==> config.mk <==
export PLATFORM = sky130hd
export DESIGN_NAME = vector_scan
export DESIGN_NICKNAME = d
export VERILOG_FILES = /design/src/rtl/vector_pkg.sv /design/src/rtl/dwell_timer.sv /design/src/rtl/vector_scan.sv
export SDC_FILE = /design/constraint.sdc
export NUM_CORES = 1
export LEC_CHECK = 0
export CORE_UTILIZATION = 50
export DETAILED_ROUTE_END_ITERATION = 10
export PLACE_DENSITY = 0.89
export SLEW_MARGIN = 20
export SYNTH_ARGS = -nofsm -noshare
export SYNTH_HDL_FRONTEND = slang
export SYNTH_SLANG_ARGS = --single-unit
==> constraint.sdc <==
create_clock -name clk -period 4 [get_ports clk]
set_input_delay 0.8 -clock clk [delete_from_list [all_inputs] [get_ports clk]]
set_output_delay 0.8 -clock clk [all_outputs]
set_load 0.01 [all_outputs]
==> src/rtl/vector_pkg.sv <==
// Shared definitions for the vector display path: RAM word layout, scan FSM states
// and default geometry. Also imported by the frame writer (memory_manage).
package vector_pkg;

    localparam int unsigned VEC_OUT_WIDTH = 10;
    localparam int unsigned VEC_ADR_WIDTH = 12;

    // RAM word layout, LSB first: beam_en, eof, y, x
    localparam int unsigned BEAM_BIT = 0;
    localparam int unsigned EOF_BIT  = 1;
    localparam int unsigned Y_LSB    = 2;

    function automatic int unsigned x_lsb(input int unsigned out_width);
        return out_width + 2;
    endfunction

    typedef enum logic [2:0] {
        ST_IDLE     = 3'd0,
        ST_FETCH    = 3'd1,
        ST_LATCH    = 3'd2,
        ST_DWELL    = 3'd3,
        ST_ENDFRAME = 3'd4
    } scan_state_e;

endpackage

==> src/rtl/dwell_timer.sv <==
// Down-counter that holds a point on the DACs: load on LATCH, count during DWELL,
// expire is high in the final dwell cycle.
module dwell_timer #(
    parameter int unsigned DWELL = 4
) (
    input  logic clk,
    input  logic rst_n,
    input  logic load,
    input  logic count,
    output logic expire
);

    localparam logic [7:0] LOAD_VAL = 8'(DWELL - 1);

    logic [7:0] cnt_q;
    logic [7:0] cnt_d;

    always_comb begin
        cnt_d = cnt_q;
        if (load) begin
            cnt_d = LOAD_VAL;
        end else if (count && (cnt_q != 8'd0)) begin
            cnt_d = cnt_q - 8'd1;
        end
    end

    always_ff @(posedge clk or negedge rst_n) begin
        if (!rst_n) begin
            cnt_q <= '0;
        end else begin
            cnt_q <= cnt_d;
        end
    end

    assign expire = count && (cnt_q == 8'd0);

endmodule

==> src/rtl/vector_scan.sv <==
// Double-buffered vector scanner: walks the displayed RAM bank point by point,
// holds each point on the DACs for DWELL cycles and swaps banks at frame end.
module vector_scan
    import vector_pkg::*;
#(
    parameter int unsigned ADR_WIDTH = VEC_ADR_WIDTH,
    parameter int unsigned OUT_WIDTH = VEC_OUT_WIDTH,
    parameter int unsigned DATAWIDTH = 2 * OUT_WIDTH + 2,
    parameter int unsigned DWELL     = 4
) (
    input  logic                 clk,
    input  logic                 rst,
    output logic [ADR_WIDTH-1:0] adrREAD,
    input  logic [DATAWIDTH-1:0] dataREAD,
    input  logic                 frame_valid,
    output logic                 frame_ack,
    output logic                 bank_read,
    output logic [OUT_WIDTH-1:0] xdac,
    output logic [OUT_WIDTH-1:0] ydac,
    output logic                 beam,
    output logic                 frame_done,
    output logic [2:0]           state_debug
);

    localparam int unsigned PTR_W = ADR_WIDTH - 1;
    localparam int unsigned X_LSB = x_lsb(OUT_WIDTH);

    scan_state_e          state_q, state_d;
    logic [PTR_W-1:0]     ptr_q, ptr_d;
    logic                 bank_q, bank_d;
    logic [OUT_WIDTH-1:0] x_q, x_d;
    logic [OUT_WIDTH-1:0] y_q, y_d;
    logic                 beam_q, beam_d;
    logic                 eof_q, eof_d;

    logic timer_load;
    logic timer_count;
    logic timer_expire;

    dwell_timer #(
        .DWELL(DWELL)
    ) u_dwell (
        .clk   (clk),
        .rst_n (rst),
        .load  (timer_load),
        .count (timer_count),
        .expire(timer_expire)
    );

    always_comb begin
        state_d     = state_q;
        ptr_d       = ptr_q;
        bank_d      = bank_q;
        x_d         = x_q;
        y_d         = y_q;
        beam_d      = beam_q;
        eof_d       = eof_q;
        timer_load  = 1'b0;
        timer_count = 1'b0;
        frame_done  = 1'b0;
        frame_ack   = 1'b0;

        unique case (state_q)
            ST_IDLE: begin
                state_d = ST_FETCH;
            end
            ST_FETCH: begin
                state_d = ST_LATCH;
            end
            ST_LATCH: begin
                x_d        = dataREAD[X_LSB +: OUT_WIDTH];
                y_d        = dataREAD[Y_LSB +: OUT_WIDTH];
                eof_d      = dataREAD[EOF_BIT];
                beam_d     = dataREAD[BEAM_BIT];
                timer_load = 1'b1;
                state_d    = ST_DWELL;
            end
            ST_DWELL: begin
                timer_count = 1'b1;
                if (timer_expire) begin
                    if (eof_q || (&ptr_q)) begin
                        state_d = ST_ENDFRAME;
                    end else begin
                        ptr_d   = ptr_q + 1'b1;
                        state_d = ST_FETCH;
                    end
                end
            end
            ST_ENDFRAME: begin
                frame_done = 1'b1;
                ptr_d      = '0;
                // Blank the held beam so the new bank's first point stays dark until it latches
                if (frame_valid) begin
                    bank_d    = ~bank_q;
                    frame_ack = 1'b1;
                    beam_d    = 1'b0;
                end
                state_d = ST_FETCH;
            end
            default: begin
                state_d = ST_IDLE;
            end
        endcase
    end

    always_ff @(posedge clk or negedge rst) begin
        if (!rst) begin
            state_q <= ST_IDLE;
            ptr_q   <= '0;
            bank_q  <= 1'b0;
            x_q     <= '0;
            y_q     <= '0;
            beam_q  <= 1'b0;
            eof_q   <= 1'b0;
        end else begin
            state_q <= state_d;
            ptr_q   <= ptr_d;
            bank_q  <= bank_d;
            x_q     <= x_d;
            y_q     <= y_d;
            beam_q  <= beam_d;
            eof_q   <= eof_d;
        end
    end

    assign adrREAD     = {bank_q, ptr_q};
    assign bank_read   = bank_q;
    assign xdac        = x_q;
    assign ydac        = y_q;
    assign beam        = beam_q & (state_q != ST_ENDFRAME);
    assign state_debug = state_q;

endmodule

==> impl_metrics.py <==
metrics = {
    "outcome": {
        "run_status": "finished, final reports clean",
    },
    "finish": {
        "layout-drive-gt1-share": 0.05281,
        "ant_cells": 0,
        "core_utilization_of_the_finished_layout": 0.7124,
        "design.final.nets": 330,
        "synthToLayoutAreaGrowth_pct": 32.90,
    },
    "global_routing": {
        "track_usage": 0.2411,
        "grt-ovfl-total": 0,
        "grt_max_degree": 46,
        "initial_antenna_violation_count": 0,
        "first_pass_grt_wire_length_mm": 8.335,
        "first_global_vias": 1818,
    },
    "placed_design": {
        "finalWeightedCongestion": 0.8435,
        "dpl.hpwl_mm": 3.393,
        "portBuffers": 63,
    },
    "critical_path": {
        "crit_path_end_kind": "primary output",
        "crit_path_top_delay_cell": "sky130_fd_sc_hd__or3b_1",
        "crit_path_max_incr_delay_ps": 640,
        "critPathMaxFanout": 16,
        "critPathArrivalTime_ps": 2370,
        "critical_path_buf_inv_count": 3,
        "worst-setup-path-type": "flip-flop to primary output",
        "crit_family": "buffers and inverters",
        "timing.critical_path.cells": "or3b_1, inv_2, nand2_1, inv_1, clkdlybuf4s50_1",
        "required_ps": 3200,
        "crit_path_launch_type": "flip-flop",
    },
    "timing": {
        "maxSlewHeadroom": 0.4326,
        "finalCriticalPeriod_ps": 3172,
        "maxSlewViolCount": 0,
        "final.setup_skew_ps": 5.823,
        "timing_worst_slew_pin_value_ps": 840.5,
        "setup_viol": 0,
        "layout_worst_path_cycle_share": 0.7931,
        "grt_setup_unrepaired": "false",
        "timing_hold_violations_final": 0,
        "max_freq_ghz": 0.3152,
        "final_layout_setup_total_negative_slack_ps": 0,
    },
    "synthesis": {
        "netlist_area_mm2": 0.002206,
        "synth-seq-cells": 45,
        "ys_top_cells_by_area": "sky130_fd_sc_hd__dfrtp_1 51%, sky130_fd_sc_hd__nand2_1 14%, sky130_fd_sc_hd__o211ai_1 2.4%, sky130_fd_sc_hd__nand3_1 1.8%, sky130_fd_sc_hd__clkbuf_1 1.7%",
        "synth_edf_count": 0,
        "dominantRegCellSynth": "sky130_fd_sc_hd__dfrtp_1",
        "ys_seq_area_frac": 0.5105,
        "yosysTopAreaCell": "sky130_fd_sc_hd__dfrtp_1",
        "syn_nets": 274,
        "syn-mean-instance-area_um2": 8.967,
        "synthArstFlopShare": 1.000,
        "syn_inst": 246,
        "yosys_warnings": 0,
        "ys_types": 48,
        "synth_top_area_frac": 0.5105,
    },
    "cts": {
        "cell_at_the_root_of_the_clock_tree": "sky130_fd_sc_hd__clkbuf_8",
        "ctsResizeCount": 0,
        "tritoncts.num_buffers": 5,
        "clkTransAtPathRegs_ps": 90,
        "htree_levels": 2,
        "tritoncts": "yes",
        "cts_sinks": 45,
        "clk_latency_ps": 300,
        "postCtsHoldBufs": 0,
        "postCtsSetupRepairBufs": 0,
        "max-clock-path-buffers": 2,
    },
    "die": {
        "chipHeight_um": 68.42,
        "core-area_mm2": 0.004115,
        "floorplan.die.width_um": 68.42,
        "start_util": 0.5360,
        "dieArea_mm2": 0.004681,
        "core.rowCount": 23,
        "number_of_primary_i_o_pins": 64,
    },
    "power": {
        "p_per_area_mw_per_mm2": 696.6,
        "leakagePower_nw": 1.295,
        "worst_ir_drop_vdd_mv": 0.4093,
    },
    "detailed_routing": {
        "vias": 1972,
        "vias_per_cell": 5.586,
        "drt_iter0_drc": 180,
        "drt-total-wl_mm": 4.838,
        "detail_route.wl_per_cell_um": 13.71,
        "antenna_violating_nets_post_route": 0,
        "drc": 0,
        "drt_first_pass_iters": 4,
    },
    "hold_path": {
        "min_path_type": "flip-flop to flip-flop",
    },
    "flow_run": {
        "timing.max_cap.violations": 0,
    },
}
[kinds of logic (layout without fill, tap and decap cells)]
| family | Yosys count | in the layout | share of synthesized area |
|---|---|---|---|
| fa+ha+maj | 3 | 3 | 0.01702 |
| mux | 1 | 1 | 0.004538 |
| buf+inv | 22 | 79 | 0.04141 |
| simple gates | 136 | 136 | 0.2933 |
| xor+xnor | 6 | 6 | 0.02382 |
| flops | 45 | 45 | 0.5105 |
| compound gates | 33 | 33 | 0.1095 |
[final timing paths]
| kind | depth (start not counted) | slack (ps) | endpoint | from |
|---|---|---|---|---|
| setup / recovery | 5 | 830 | frame_ack | state_debug[0] |
| hold / removal | 2 | 480 | xdac[2] | xdac[2] |
| setup reg to reg | 6 | 1630 | ptr_q[3] | u_dwell.cnt_q[0] |
| hold reg to reg | 2 | 480 | xdac[2] | xdac[2] |
| max in group asynchronous | 1 | 3140 | state_debug[0] | rst |
| min in group asynchronous | 1 | 490 | ptr_q[3] | rst |
[cell usage after synthesis, types with 2 or more instances]
library cell and instances:
sky130_fd_sc_hd__nor2_1 8, sky130_fd_sc_hd__and3_1 2, sky130_fd_sc_hd__o211ai_1 7, sky130_fd_sc_hd__xor2_1 4, sky130_fd_sc_hd__nor3_1 6, sky130_fd_sc_hd__a21oi_1 4
sky130_fd_sc_hd__and4_1 3, sky130_fd_sc_hd__dfrtp_1 45, sky130_fd_sc_hd__o21a_1 2, sky130_fd_sc_hd__or3_1 2, sky130_fd_sc_hd__a31oi_1 2, sky130_fd_sc_hd__clkbuf_1 10
sky130_fd_sc_hd__and2_1 3, sky130_fd_sc_hd__nand3_1 8, sky130_fd_sc_hd__xnor2_1 2, sky130_fd_sc_hd__o311ai_0 2, sky130_fd_sc_hd__or3b_2 2, sky130_fd_sc_hd__o21ai_0 2
sky130_fd_sc_hd__nor4_1 3, sky130_fd_sc_hd__buf_2 4, sky130_fd_sc_hd__nand2_1 83, sky130_fd_sc_hd__nand4_1 4, sky130_fd_sc_hd__o311ai_1 3, sky130_fd_sc_hd__ha_1 3
sky130_fd_sc_hd__or4_1 4, sky130_fd_sc_hd__inv_1 6
[cell type report]
cell class	count	area [um2]
Clock buffer	6	72.57
Clock inverter	2	15.01
Fill cell	321	1184
Inverter	7	26.28
Multi-Input combinational cell	179	993.5
Sequential cell	45	1126
Tap cell	50	62.56
Timing Repair Buffer	64	635.6
[power by group]
group	leakage (nW)	switching (mW)	internal, mW
registers	0.552	0.148	0.634
clock network	0.0374	0.157	0.123
logic	0.706	0.514	0.465
total	1.30	0.820	1.22
[through the flow]
stage	setup slack [ps]	hold slack, ps	instance area (um2)	total power [mW]	instances
3_3_place_gp	1193	456.3	2841	1.735	345
3_5_place_dp	1173	460.8	2841	1.764	345
5_1_grt	674.3	512.9	2932	2.212	353
6_report	827.5	477.1	2932	2.042	353
4_1_cts	825.3	481.8	2929	2.054	353
2_1_floorplan	1723	457.9	2206	1.353	246
[state kept, by name, indices dropped and copies added (netlist names)]
| signal | cells |
|---|---|
| bank_read | 1 |
| beam_q | 1 |
| eof_q | 1 |
| ptr_q | 11 |
| state_debug | 3 |
| u_dwell.cnt_q | 8 |
| xdac | 10 |
| ydac | 10 |
[worst min-delay path: cells and delay by family (launching register included)]
family / cells / cell delay, ps
AND/OR/NAND/NOR: 2 / 100
flip-flops: 1 / 350
[metal layers]
layer / up-vias / routed length, um / track usage / share of wire
li1: 975 / - / - / -
met3: 6 / 344 / 0.07333 / 0.071
met4: 0 / 51 / 0.08594 / 0.011
met1: 918 / 2209 / 0.3216 / 0.46
met2: 73 / 2233 / 0.3689 / 0.46
met5: - / 0 / 0 / 0
[cells in the final DEF (no fill, tap or decap), types with 2 or more instances in the layout]
| cell type | count |
|---|---|
| sky130_fd_sc_hd__a21oi_1 | 4 |
| sky130_fd_sc_hd__a31oi_1 | 2 |
| sky130_fd_sc_hd__and2_1 | 3 |
| sky130_fd_sc_hd__and3_1 | 2 |
| sky130_fd_sc_hd__and4_1 | 3 |
| sky130_fd_sc_hd__buf_4 | 2 |
| sky130_fd_sc_hd__clkbuf_8 | 5 |
| sky130_fd_sc_hd__clkdlybuf4s50_1 | 62 |
| sky130_fd_sc_hd__clkinvlp_4 | 2 |
| sky130_fd_sc_hd__dfrtp_1 | 45 |
| sky130_fd_sc_hd__ha_1 | 3 |
| sky130_fd_sc_hd__inv_1 | 6 |
| sky130_fd_sc_hd__nand2_1 | 83 |
| sky130_fd_sc_hd__nand3_1 | 8 |
| sky130_fd_sc_hd__nand4_1 | 4 |
| sky130_fd_sc_hd__nor2_1 | 8 |
| sky130_fd_sc_hd__nor3_1 | 6 |
| sky130_fd_sc_hd__nor4_1 | 3 |
| sky130_fd_sc_hd__o211ai_1 | 7 |
| sky130_fd_sc_hd__o21a_1 | 2 |
| sky130_fd_sc_hd__o21ai_0 | 2 |
| sky130_fd_sc_hd__o311ai_0 | 2 |
| sky130_fd_sc_hd__o311ai_1 | 3 |
| sky130_fd_sc_hd__or3_1 | 2 |
| sky130_fd_sc_hd__or3b_2 | 2 |
| sky130_fd_sc_hd__or4_1 | 4 |
| sky130_fd_sc_hd__xnor2_1 | 2 |
| sky130_fd_sc_hd__xor2_1 | 4 |
No activity file was read; power rests on OpenSTA's default activity.
